## config.mk

```make
export PLATFORM = sky130hd
export DESIGN_NAME = if_fetch_flat
export DESIGN_NICKNAME = d
export VERILOG_FILES = /design/src/rtl/if_fetch_if.sv /design/src/rtl/if_fetch.sv /design/src/flat_wrapper.sv
export SDC_FILE = /design/constraint.sdc
export NUM_CORES = 1
export LEC_CHECK = 0
export CORE_ASPECT_RATIO = 1.5
export CORE_MARGIN = 2
export CORE_UTILIZATION = 48
export DETAILED_ROUTE_END_ITERATION = 10
export PLACE_DENSITY = 0.8
export SLEW_MARGIN = 20
export SYNTH_ARGS = -nofsm -noshare
export SYNTH_HDL_FRONTEND = slang
export SYNTH_SLANG_ARGS = --single-unit
```

## constraint.sdc

```tcl
create_clock -name clk -period 2.3 [get_ports clk]
set_input_delay 0.575 -clock clk [delete_from_list [all_inputs] [get_ports clk]]
set_output_delay 0.575 -clock clk [all_outputs]
set_load 0.01 [all_outputs]
```

## src/rtl/if_fetch_if.sv

```systemverilog
// Fetch-stage bundle: pipeline control from upstream, the byte-wide
// instruction-memory port, and the valid/ready hand-off to decode.
interface if_fetch_if #(
    parameter int ADDR_W = 32
);
    logic              stall;
    logic              branch_flag;
    logic [ADDR_W-1:0] branch_target;
    logic              mem_req;
    logic [ADDR_W-1:0] mem_addr;
    logic              mem_ack;
    logic [7:0]        mem_rdata;
    logic              inst_valid;
    logic [ADDR_W-1:0] pc;
    logic [31:0]       inst;
    logic              id_ready;

    modport master (
        input  stall, branch_flag, branch_target, mem_ack, mem_rdata, id_ready,
        output mem_req, mem_addr, inst_valid, pc, inst
    );

    modport slave (
        output stall, branch_flag, branch_target, mem_ack, mem_rdata, id_ready,
        input  mem_req, mem_addr, inst_valid, pc, inst
    );
endinterface

```

## src/rtl/if_fetch.sv

```systemverilog
// Instruction fetch: gathers a 32-bit word one byte per acknowledged request,
// presents {pc, inst} to decode, and honours stall and branch redirect.
module if_fetch #(
    parameter int                ADDR_W   = 32,
    parameter logic [ADDR_W-1:0] RESET_PC = '0
) (
    input logic         clk,
    input logic         rst,
    if_fetch_if.master  bus
);
    typedef enum logic [2:0] {F0, F1, F2, F3, HOLD} state_t;

    state_t            state;
    state_t            state_next;
    logic [ADDR_W-1:0] pc;
    logic [ADDR_W-1:0] pc_out;
    logic [23:0]       byte_buf;
    logic [31:0]       inst_out;
    logic              inst_valid;
    logic [1:0]        byte_idx;
    logic              fetching;
    logic              handoff;
    logic              byte_take;
    logic              last_byte;

    // NOTE: state is updated with non-blocking assignments so every register
    // samples the pre-edge values, independent of process ordering.
    always_ff @(posedge clk) begin
        if (rst) state <= F0;
        else     state <= state_next;
    end

    // NOTE: every output of this block is given a default first, so no path
    // through the case leaves a signal unassigned and no latch is inferred.
    always_comb begin
        state_next = state;
        byte_idx   = 2'd0;
        fetching   = 1'b0;
        handoff    = 1'b0;
        case (state)
            F0: begin
                fetching = 1'b1;
                byte_idx = 2'd0;
                if (bus.mem_ack) state_next = F1;
            end
            F1: begin
                fetching = 1'b1;
                byte_idx = 2'd1;
                if (bus.mem_ack) state_next = F2;
            end
            F2: begin
                fetching = 1'b1;
                byte_idx = 2'd2;
                if (bus.mem_ack) state_next = F3;
            end
            F3: begin
                fetching = 1'b1;
                byte_idx = 2'd3;
                if (bus.mem_ack) state_next = HOLD;
            end
            HOLD: begin
                if (inst_valid && bus.id_ready && !bus.stall) begin
                    handoff    = 1'b1;
                    state_next = F0;
                end
            end
            default: state_next = F0;
        endcase
        // A redirect restarts the fetch no matter what else happens this cycle.
        if (bus.branch_flag) state_next = F0;
    end

    assign byte_take = fetching && bus.mem_ack;
    assign last_byte = byte_take && (state == F3);

    // NOTE: the byte buffer is reset explicitly; it is a handful of flops,
    // not a RAM, so clearing it costs nothing and keeps inst deterministic.
    always_ff @(posedge clk) begin
        if (rst) begin
            pc         <= RESET_PC;
            pc_out     <= RESET_PC;
            byte_buf   <= '0;
            inst_out   <= '0;
            inst_valid <= 1'b0;
        end else if (bus.branch_flag) begin
            pc         <= bus.branch_target & ~ADDR_W'(3);
            inst_valid <= 1'b0;
        end else begin
            if (byte_take) begin
                case (byte_idx)
                    2'd0:    byte_buf[7:0]   <= bus.mem_rdata;
                    2'd1:    byte_buf[15:8]  <= bus.mem_rdata;
                    2'd2:    byte_buf[23:16] <= bus.mem_rdata;
                    default: ;
                endcase
            end
            if (last_byte) begin
                inst_out   <= {bus.mem_rdata, byte_buf};
                pc_out     <= pc;
                inst_valid <= 1'b1;
            end
            if (handoff) begin
                pc         <= pc + ADDR_W'(4);
                inst_valid <= 1'b0;
            end
        end
    end

    // Request is masked while reset is held so memory sees nothing until release.
    assign bus.mem_req    = fetching && !rst;
    assign bus.mem_addr   = pc + ADDR_W'(byte_idx);
    assign bus.inst_valid = inst_valid;
    assign bus.pc         = pc_out;
    assign bus.inst       = inst_out;
endmodule

```

## src/flat_wrapper.sv

```systemverilog
// flat-port wrapper written by rule: the top's interface ports become plain ports
module if_fetch_flat 
#(
    parameter int                ADDR_W   = 32,
    parameter logic [ADDR_W-1:0] RESET_PC = '0
)
  (clk, rst, bus_stall, bus_branch_flag, bus_branch_target, bus_mem_ack, bus_mem_rdata, bus_id_ready, bus_mem_req, bus_mem_addr, bus_inst_valid, bus_pc, bus_inst);
  if_fetch_if #(.ADDR_W(ADDR_W)) bus_i ();
  input logic clk;
  input logic rst;
  input wire logic [$bits(bus_i.stall)-1:0] bus_stall;
  input wire logic [$bits(bus_i.branch_flag)-1:0] bus_branch_flag;
  input wire logic [$bits(bus_i.branch_target)-1:0] bus_branch_target;
  input wire logic [$bits(bus_i.mem_ack)-1:0] bus_mem_ack;
  input wire logic [$bits(bus_i.mem_rdata)-1:0] bus_mem_rdata;
  input wire logic [$bits(bus_i.id_ready)-1:0] bus_id_ready;
  output wire logic [$bits(bus_i.mem_req)-1:0] bus_mem_req;
  output wire logic [$bits(bus_i.mem_addr)-1:0] bus_mem_addr;
  output wire logic [$bits(bus_i.inst_valid)-1:0] bus_inst_valid;
  output wire logic [$bits(bus_i.pc)-1:0] bus_pc;
  output wire logic [$bits(bus_i.inst)-1:0] bus_inst;
  assign bus_i.stall = bus_stall;
  assign bus_i.branch_flag = bus_branch_flag;
  assign bus_i.branch_target = bus_branch_target;
  assign bus_i.mem_ack = bus_mem_ack;
  assign bus_i.mem_rdata = bus_mem_rdata;
  assign bus_i.id_ready = bus_id_ready;
  assign bus_mem_req = bus_i.mem_req;
  assign bus_mem_addr = bus_i.mem_addr;
  assign bus_inst_valid = bus_i.inst_valid;
  assign bus_pc = bus_i.pc;
  assign bus_inst = bus_i.inst;
  if_fetch #(.ADDR_W(ADDR_W), .RESET_PC(RESET_PC)) u_core (.clk(clk), .rst(rst), .bus(bus_i));
endmodule
```

# == Word level (Yosys, flattened, before mapping) ==
# Index checks and enable logic that the tools add are counted.
# W data, S select, Z words.
# word_totals
ff_bits,124
in_bits,46
word_cells,53
# classes
n_eq_ne,11
bitwise_logic,1
n_addsub,2
n_reduce_logical,18
n_mux,12
# op_table
op,count
$mux W32,2
$add A32 B2 Y32,1
$add A32 B3 Y32 const B,1
$mux W3,5
$pmux W3 S5,1
$reduce_and A3 Y1,3
$ne A2 B2 Y1 const B,4
$eq A3 B2 Y1 const B,2
$pmux W2 S3,1
$logic_and A1 B1 Y1,5
$reduce_and A5 Y1,1
$reduce_or A4 Y1,1
$eq A3 B1 Y1 const B,1
$eq A3 B3 Y1 const B,1
$logic_not A3 Y1,1
$mux W1,3
$reduce_or A3 Y1,1
$eq A2 B1 Y1 const B,1
$eq A2 B2 Y1 const B,1
$logic_not A1 Y1,2
$logic_not A2 Y1,1
$ne A2 B1 Y1 const B,1
$reduce_and A2 Y1,1
$reduce_bool A2 Y1,1
2 further kinds,2

# == Longest topological paths before layout ==
# Gate-level depths: netlist of run 1.
# logic_depth
word_depth,6
mapped_depth,7

# == Worst setup path before layout of run 1 ==
# OpenSTA, ideal clock, no wires.
# synth_timing
kind,register -> register
from,reg u_core.pc[10]
to,reg u_core.pc[24]
setup_slack_ns,0.386
arrival_ns,1.823
period_less_slack_ns,1.914
stages_incl_launch_ff,6
path_cell_list,dfxtp_1 nand4_2 or4_1 buf_2 or3_1 a311oi_1
# synth_between
elab_chain_len,3
# synth_rtl
item,line_no,source
from (decl),if_fetch.sv:15,logic [ADDR_W-1:0] pc;
from (signal assigned),if_fetch.sv:86,pc <= bus.branch_target & ~ADDR_W'(3);
from (signal assigned),if_fetch.sv:103,pc <= pc + ADDR_W'(4);
$add A32 B3 Y32,if_fetch.sv:103,
$mux W32,if_fetch.sv:102,if (handoff) begin
$mux W32,if_fetch.sv:85,end else if (bus.branch_flag) begin
# No other way between the ends. The select of a mux whose other input is x is not followed.
# A chain may end at the register's enable or synchronous reset.

# == Final worst setup path of run 1 ==
# layout_timing
from,reg u_core.state[0]
to,out bus_mem_addr[0]
# layout_between
elab_chain_len,3
elab_cells_between_ends,5
cone_classes,add/sub (1); eq/ne (3); mux (1)
# layout_rtl
item,line_no,source
from (decl),if_fetch.sv:13,state_t state;
from (signal assigned),if_fetch.sv:30,else state <= state_next;
$eq A3 B2 Y1 or $eq A3 B1 Y1 (tied branches),if_fetch.sv:40,case (state)
$pmux W2 S3 (*),if_fetch.sv:40,
$add A32 B2 Y32 (*),if_fetch.sv:111,assign bus.mem_addr = pc + ADDR_W'(byte_idx);
to (decl),flat_wrapper.sv:18,output wire logic [$bits(bus_i.mem_addr)-1:0] bus_mem_addr;
# Every way passes the cells marked *; elsewhere a longest branch is shown, timed or not.

==> run metrics, run 1 <==
outcome=finished clean; Crit path required time=1.73 ns; Post-route DRC=0; worst skew pair latency=between 0.4 and 0.5 ns; grt total ovfl=0; Multi-input gate area=about 2400 sq um; Comb power frac=7.3%; xor and xnor area share after synthesis=1.55%; Max Slew Vio Count=0; Worst Path Arrival=1.58 ns; Fillers=809; gr usage total=26.8%; maximum VDD drop=~570 uV; simple-gate share of the synthesized area=26.9%; HP Class=reg2reg; Longest Clk Path Bufs=2; pwr dens=around 730 nW/um^2; initial antenna violation count=0; Tcrit/Tclk final=93.7%; Worst-path clk slew=about 0.050 ns; first-pass GRT wire length=23800 um; CP Capture Type=primary output; prevailing post-synth register cell=dfxtp_1; grt peak-use layer=met2; most frequent cells in the layout=145 x nand2_1, 138 x clkdlybuf4s50_1, 118 x dfxtp_1; Post-Synth Adder-Cell Area=0.247%; clock share of power=51.7%; Layout Utilization=between 70% and 80%; vias in the first global route=4984; Final HPWL DP=slightly above 10000 um; diode count=0; cell-internal power=0.00415 W; CP Launch Type=flip-flop; Net Switching=0.00121 W; Root Buffer=clkbuf_16; row cnt=46; vias post-DR=5108; hold path cells=2; pin count of the biggest net entering global routing=74; ANT nets after route=0; FMAX=464 MHz; Starting Density=about half; ys async rst share=0%; R2R depth=4; Seq cells post-synth=120; most common cell after layout, fill and taps aside=nand2_1; CTS hold repair buffers=0; Initial DRC Count=278; CP max FO=9; max-cap viol count=0; CTS tree=done; share of layout cells above drive strength 1=10.5%; Post-synth EDFFs=0; TritonRoute pass-1 iters=4; Hold Startpoint=u_core.bus.inst[20]; Critical R2R Launch=u_core.state[2]; RSZ-0062 raised after global routing=false; GPL Wtd Cong=0.866; layout net count=805; clk sink count=120; min Tclk post-route=2.15 ns; cts bufs inserted=17; Tightest Pin Transition=roughly 0.71 ns; r2r setup slk=about 0.30 ns; overall die width=87.9 um; number of distinct library cells after synthesis=between 50 and 60; Finish-stage setup viols=0; Setup Crit Path Kind=reg2out; setup tns final=0 ns; Die Height=130 um; Seq pwr share=41.0%; core area=10400 sq um; cell count after synthesis=616; drt total wl=14900 um; met3 usage=7.21%; sequential-to-total area share from yosys stat=about 47%; post-synthesis compound-gate area fraction=15.3%; I/O pin count=about 140; skew final=0.00807 ns; register area=2400 sq um; Synth Cell Area=5070 sq um; Avg Vias per Cell=5.58; post-route cell area=7310 sq um; mux cell area share after synthesis=3.16%; Slew HR=52.6%; YS warnings=0; Critical R2R Capture=u_core.pc[25]; I/O Buffers=139; Final Hold Fails=0; Layout area overhead=44.1%; met1 usage=29.2%; Tot Pwr=0.00537 W; Leakage Power=2.62 nW; largest family of logic cells by synthesized area=simple AND/OR/NAND/NOR gates; met2 Use GR=47.7%; end of the worst hold path=u_core.bus.inst[20]; die area=11400 sq um; switching part of the total=22.6%; Placement Cell Area=6670 sq um; drt wl/cell=16.3 um; H-Tree Depth=4; Avg Inst Size Synth=8.24 sq um
[per-layer routing]
metal  vias up  part of all wire (%)
li1       2442                     -
met1      2441                    38
met2       193                    53
met3        32                   6.0
met4         0                   2.5
met5         -                     0
[power by group through the flow]
stage	logic [W]	registers [W]	clock network, W
after floorplan	0.000164	0.00224	0
final	0.000393	0.00220	0.00277
after detailed placement	0.000388	0.00224	0
after global routing	0.000424	0.00221	0.00290
after CTS	0.000392	0.00220	0.00281
after global placement	0.000378	0.00224	0
[synthesized netlist by cell type, types with 7 or more instances]
library cell / n / area share (%)
clkbuf_1: 35 / 2.6
nand2_1: 145 / 11
o21ai_0: 11 / 1.1
or4_1: 7 / 1.0
mux2i_1: 16 / 3.2
nand4_1: 11 / 1.4
a21oi_1: 73 / 7.2
a211oi_1: 10 / 1.5
a311oi_1: 13 / 2.2
inv_1: 7 / 0.52
dfxtp_1: 120 / 47
nor2_1: 45 / 3.3
nand3_1: 28 / 2.8
[critical path: stages, from the launching register on]
cell and delay [ns]:
dfxtp_2 0.42, nor2b_1 0.19, clkdlybuf4s50_1 0.56
[stage by stage]
stage / std cells / hold slack, ns / worst slack, ns
after CTS: 915 / 0.453 / 0.0137
after global placement: 883 / 0.440 / -0.00270
final: 915 / 0.452 / 0.145
after floorplan: 617 / 0.432 / 0.386
after global routing: 915 / 0.469 / 0.0836
after detailed placement: 883 / 0.445 / -0.0712
[state kept, by name, indices dropped and copies added, names as in the netlist]
name / count
u_core.byte_buf: 24
u_core.bus.pc: 30
u_core.bus.inst: 32
u_core.bus.inst_valid: 1
u_core.state: 3
u_core.pc: 30
[logic make-up (layout without fill, tap and decap cells)]
logic type,after synthesis,in the layout
compound gates,128,128
xor+xnor,9,9
fa+ha+maj,1,1
buf+inv,55,209
flops,120,120
mux,16,16
other cells,1,2
simple gates,286,286
[final cells by class]
| cell class | instances | area share [%] |
|---|---|---|
| clock buffer | 17 | 5.82 |
| clock inverter | 15 | 2.76 |
| inverter | 7 | 0.359 |
| multi-input combinational | 442 | 33.0 |
| sequential | 120 | 32.9 |
| tap | 144 | 2.46 |
| timing repair buffer | 170 | 22.7 |
[worst max path at each step]
stage                               start         endpoint  slack, ns  cells after the start
after floorplan             u_core.pc[10]    u_core.pc[24]       0.39                      5
after global placement    bus_branch_flag    u_core.pc[25]     -0.003                      5
after detailed placement     bus_id_ready    u_core.pc[19]      -0.07                      6
after CTS                 u_core.state[0]  bus_mem_addr[0]       0.01                      2
after global routing      u_core.state[0]  bus_mem_addr[0]       0.08                      2
final                     u_core.state[0]  bus_mem_addr[0]       0.15                      2
[repair_timing]
| action | CTS | global route |
|---|---|---|
| setup endpoints to repair | 0 | 3 |
| buffers inserted | 0 | 0 |
| gates resized for setup | 0 | 4 |
No activity file was read; power rests on OpenSTA's default activity.
==> run 2, diff against run 1 <==
PLACE_DENSITY = 0.77   (was 0.8)
==> run 2 against run 1 <==
  * Clock skew fell by 0.00085 ns
  * Clock power is essentially flat
  * Die area unchanged
  * Final area rose by 0.34%
  * Global-route usage decreased by 1.0 points
  * Cell count is 0.33% higher
  * Fmax down 1.1%
  * Worst hold slack worse by 0.00052 ns
  * Critical path type unchanged
  * Critical path depth is the same
==> run metrics, run 2 (synthesis results as in run 1) <==
Longest Clk Path Bufs=2; Leakage Power=about 2.6 nW; Tightest Pin Transition=0.701 ns; Critical Path Slowest Stage Cell=clkdlybuf4s50_1; grt total ovfl=0; I/O pin count=about 140; HP Class=reg2reg; CP Launch Type=flip-flop; Layout Cells excl Fill=~920; CP max FO=7; Setup Crit Path Kind=reg2out; Post-CTS Setup Inserts=0; worst skew pair latency=0.41 ns; ANT nets after route=0; CP Capture Type=primary output; outcome=finished clean; switching part of the total=23.0%; min Tclk post-route=2.18 ns; initial antenna violation count=0; hold path cells=2; WP depth=2; max-cap viol count=0; Placement Cell Area=6710 sq um; Net Switching=~0.0012 W; drt total wl=14600 um; Crit path required time=1.73 ns; Seq pwr share=roughly 41%; r2r setup slk=0.17 ns; vias post-DR=5035; maximum VDD drop=499 uV; Critical R2R Launch=u_core.state[2]; H-Tree Depth=4; hold_ws=0.451 ns; Final Hold Fails=0; core area=10400 sq um; CP cell instances=nor2b_2 -> clkdlybuf4s50_1; vias in the first global route=4844; clk sink count=120; Finish-stage setup viols=0; CTS hold repair buffers=0; layout net count=808; FMAX=459 MHz; overall die width=87.9 um; RSZ-0062 raised after global routing=false; diode count=0; cts bufs inserted=17; drt wl/cell=15.9 um; pin count of the biggest net entering global routing=73; Initial DRC Count=241; die area=11400 sq um; Layout area overhead=44.6%; first-pass GRT wire length=23000 um; Die Height=130 um; Fillers=815; Slew HR=53.2%; R2R depth=4; Avg Vias per Cell=5.48; Buf/Inv on CP=1; GPL Wtd Cong=around 0.9; Critical R2R Capture=u_core.pc[25]; Comb power frac=under 10%; placed cells=between 800 and 900; CTS tree=done; cell-internal power=0.00411 W; max FFs per register=32; most frequent cells in the layout=145 x nand2_1, 138 x clkdlybuf4s50_1, 118 x dfxtp_1; Starting Density=48.7%; I/O Buffers=139; CP peak stage delay=0.58 ns; Hold Startpoint=u_core.bus.inst[4]; post-route cell area=7340 sq um; Max Slew Vio Count=0; pwr dens=728 nW/um^2; Worst-path clk slew=0.06 ns; gr usage total=25.7%; most common cell after layout, fill and taps aside=nand2_1; end of the worst hold path=u_core.bus.inst[4]; Worst Path Arrival=roughly 1.6 ns; clock share of power=51.4%; Tcrit/Tclk final=~95%; row cnt=46; Root Buffer=clkbuf_16; skew final=a little over 0.007 ns; TritonRoute pass-1 iters=7; Worst path top cell family by delay=buffers and inverters; Final HPWL DP=10100 um; Post-route DRC=0; share of layout cells above drive strength 1=10.7%
run 2: cell count changes in the layout (fill, tap and decap cells not counted):
cell        before  now
nand3_2          1    0
clkinvlp_4       3    4
buf_12           3    4
buf_4           29   31
bufinv_16        4    3
nand3_1         27   28
clkbuf_8         0    2
clkinv_2         3    1
run 2: final cells by class:
class / instances / area, sq um / area share (%)
sequential: 120 / 2400 / 32.8
clock buffer: 19 / 453 / 6.17
tap: 144 / 180 / 2.46
inverter: 7 / 26.3 / 0.358
clock inverter: 13 / 169 / 2.30
multi-input combinational: 442 / 2410 / 32.8
timing repair buffer: 173 / 1690 / 23.1
run 2: worst max path at each step:
stage | start | to | slack (ns)
3_3_place_gp | bus_branch_flag | u_core.pc[25] | -0.09
5_1_grt | u_core.state[1] | bus_mem_addr[1] | 0.07
3_5_place_dp | bus_branch_flag | u_core.pc[25] | -0.18
2_1_floorplan | u_core.pc[10] | u_core.pc[24] | 0.39
4_1_cts | u_core.state[1] | bus_mem_addr[1] | 0.02
6_report | u_core.state[1] | bus_mem_addr[1] | 0.12
run 2: worst reg2reg max path, delay by kind of cell (launching register included):
| family | cells | cell delay [ns] |
|---|---|---|
| DFF | 1 | 0.49 |
| and+or+nand+nor | 2 | 0.80 |
| AOI/OAI and AO/OA | 2 | 0.68 |
run 2: what timing repair did:
action,4_1_cts,5_1_grt
gates resized for setup,1,2
pin swaps,0,0
setup endpoints to repair,1,2
run 2: per-stage QoR:
step,TNS (ns),setup WS [ns],total power [W],util [%]
finish,0,0.121,0.00534,70.4
global route,0,0.0724,0.00550,70.4
CTS,0,0.0154,0.00536,70.4
detailed placement,-1.26,-0.181,0.00263,64.4
global placement,-0.151,-0.0923,0.00262,64.4
floorplan,0,0.386,0.00241,-
run 2: power by group through the flow:
stage               sequential (W)  clock, W  combinational (W)
finish                     0.00220   0.00274           0.000397
global route               0.00220   0.00286           0.000426
CTS                        0.00220   0.00277           0.000395
detailed placement         0.00224         0           0.000393
global placement           0.00224         0           0.000384
floorplan                  0.00224         0           0.000164
run 2: layer usage:
layer / up-vias / part of all wire [%] / routed length (um) / track usage (%)
met5: - / 0 / 0 / 0
met4: 0 / 2.6 / 383 / 11.7
met3: 34 / 7.5 / 1090 / 6.64
met2: 232 / 51 / 7450 / 44.8
met1: 2321 / 39 / 5630 / 29.2
li1: 2448 / - / - / -
==> run 3, diff against run 2 <==
MAX_ROUTING_LAYER = met4   (was default)
==> run 3 against run 2 <==
  * Sequential share of layout area is the same
  * Critical path depth is the same
  * Non-clock buffer count is the same
  * Global-route usage grew 0.78 points
  * Routed wire length grew 0.14%
  * Largest cell class unchanged
  * Count of clock-buffer cells in the layout is the same
  * Final area is the same
  * First-iteration DRC count grew 10%
  * Critical endpoint unchanged
  * Core utilization is the same
  * Largest power group unchanged
  * Sequential power is essentially flat
==> run metrics, run 3 (synthesis results as in run 1) <==
TritonRoute pass-1 iters=6; worst skew pair latency=0.41 ns; first-pass GRT wire length=around 23000 um; Critical R2R Capture=u_core.pc[25]; most common cell after layout, fill and taps aside=nand2_1; pwr dens=728 nW/um^2; Leakage Power=2.63 nW; CP peak stage delay=0.58 ns; cts bufs inserted=17; Worst-path clk slew=0.06 ns; HP Class=reg2reg; Die Height=between 100 and 150 um; I/O pin count=144; CP Capture Type=primary output; min Tclk post-route=2.18 ns; CTS hold repair buffers=0; gr usage total=between 20% and 30%; vias in the first global route=4844; Final Hold Fails=0; core area=between 10000 and 15000 sq um; GPL Wtd Cong=0.912; Tcrit/Tclk final=94.7%; Tightest Pin Transition=0.701 ns; CP Launch Type=flip-flop; Worst path top cell family by delay=buffers and inverters; drt total wl=14600 um; layout net count=808; Longest Clk Path Bufs=2; CP cell instances=nor2b_2 -> clkdlybuf4s50_1; max FFs per register=32; grt total ovfl=0; H-Tree Depth=4; critical path launch point=u_core.state[1]; CTS tree=done; Starting Density=48.7%; Worst Path Arrival=1.60 ns; Final HPWL DP=10100 um; Post-route DRC=0; Root Buffer=clkbuf_16; vias post-DR=5018; met3 usage=between 5 and 6%; clk sink count=120; CP max FO=7; overall die width=a little under 90 um; RSZ-0062 raised after global routing=false; diode count=0; share of layout cells above drive strength 1=10.7%; row cnt=46; Initial DRC Count=between 200 and 300; die area=11400 sq um; Post-CTS Setup Inserts=0; met1 usage=30.1%; Layout area overhead=44.6%; Setup Crit Path Kind=reg2out; I/O Buffers=between 100 and 150; ANT nets after route=0; Critical R2R Launch=u_core.state[2]; Max Slew Vio Count=0; Slew HR=53.2%; Resized cells post-CTS=1; Avg Vias per Cell=5.47; max-cap viol count=0; drt wl/cell=15.9 um; pin count of the biggest net entering global routing=73; Critical Path Slowest Stage Cell=clkdlybuf4s50_1; initial antenna violation count=0; Critical Path Sink=bus_mem_addr[1]; met2 Use GR=between 40% and 50%; skew final=about 0.008 ns; grt peak-use layer=met2; most frequent cells in the layout=145 x nand2_1, 138 x clkdlybuf4s50_1, 118 x dfxtp_1; setup tns final=0 ns; r2r setup slk=0.17 ns; hold_ws=0.451 ns; Buf/Inv on CP=1; Placement Cell Area=around 6700 sq um; Crit path required time=1.73 ns; Finish-stage setup viols=0; outcome=finished clean; post-route cell area=7340 sq um; maximum VDD drop=slightly below 500 uV; WP depth=2; R2R depth=4; FMAX=459 MHz
## run 3: cell counts in the layout (fill, tap and decap cells not counted)
No cell type changed its count.
## run 3: final cells by class
cell class / instances / area [sq um]
repair buffers: 173 / 1690
clock inverters: 13 / 169
multi-input cells: 442 / 2410
fillers: 815 / 3080
inverters: 7 / 26.3
clock buffers: 19 / 453
well taps: 144 / 180
flip-flops and latches: 120 / 2400
## run 3: metal layers
layer  routed length [um]  up-vias
met5                    0        -
met4                  335        0
met3                  941       27
met1                 5840     2318
li1                     -     2450
met2                 7450      223
## run 3: worst min path at each step
stage	slack [ns]	cells past startpoint	from	to
after detailed placement	0.44	2	u_core.byte_buf[10]	u_core.bus.inst[10]
after floorplan	0.43	2	u_core.byte_buf[0]	u_core.bus.inst[0]
after global placement	0.44	2	u_core.byte_buf[2]	u_core.bus.inst[2]
final	0.45	2	u_core.bus.inst[4]	u_core.bus.inst[4]
after CTS	0.45	2	u_core.bus.pc[21]	u_core.bus.pc[21]
after global routing	0.46	2	u_core.bus.pc[22]	u_core.bus.pc[22]
## run 3: power by group
group	switching (W)	internal (W)	leakage, nW
Clock	0.000971	0.00177	0.292
Combinational	0.000189	0.000209	1.36
Sequential	0.0000696	0.00213	0.976
Total	0.00123	0.00411	2.63
## run 3: stage by stage
| step | utilization (%) | power [W] | instances | setup WS [ns] |
|---|---|---|---|---|
| after floorplan | - | 0.00241 | 617 | 0.386 |
| after global placement | 64.4 | 0.00262 | 886 | -0.0923 |
| after detailed placement | 64.4 | 0.00263 | 886 | -0.181 |
| after CTS | 70.4 | 0.00536 | 918 | 0.0154 |
| after global routing | 70.4 | 0.00550 | 918 | 0.0740 |
| final | 70.4 | 0.00534 | 918 | 0.121 |
## run 3: worst min-delay path: stages (launching register included)
cell	delay, ns
dfxtp_1	0.31
nand2_1	0.05
a21oi_1	0.05
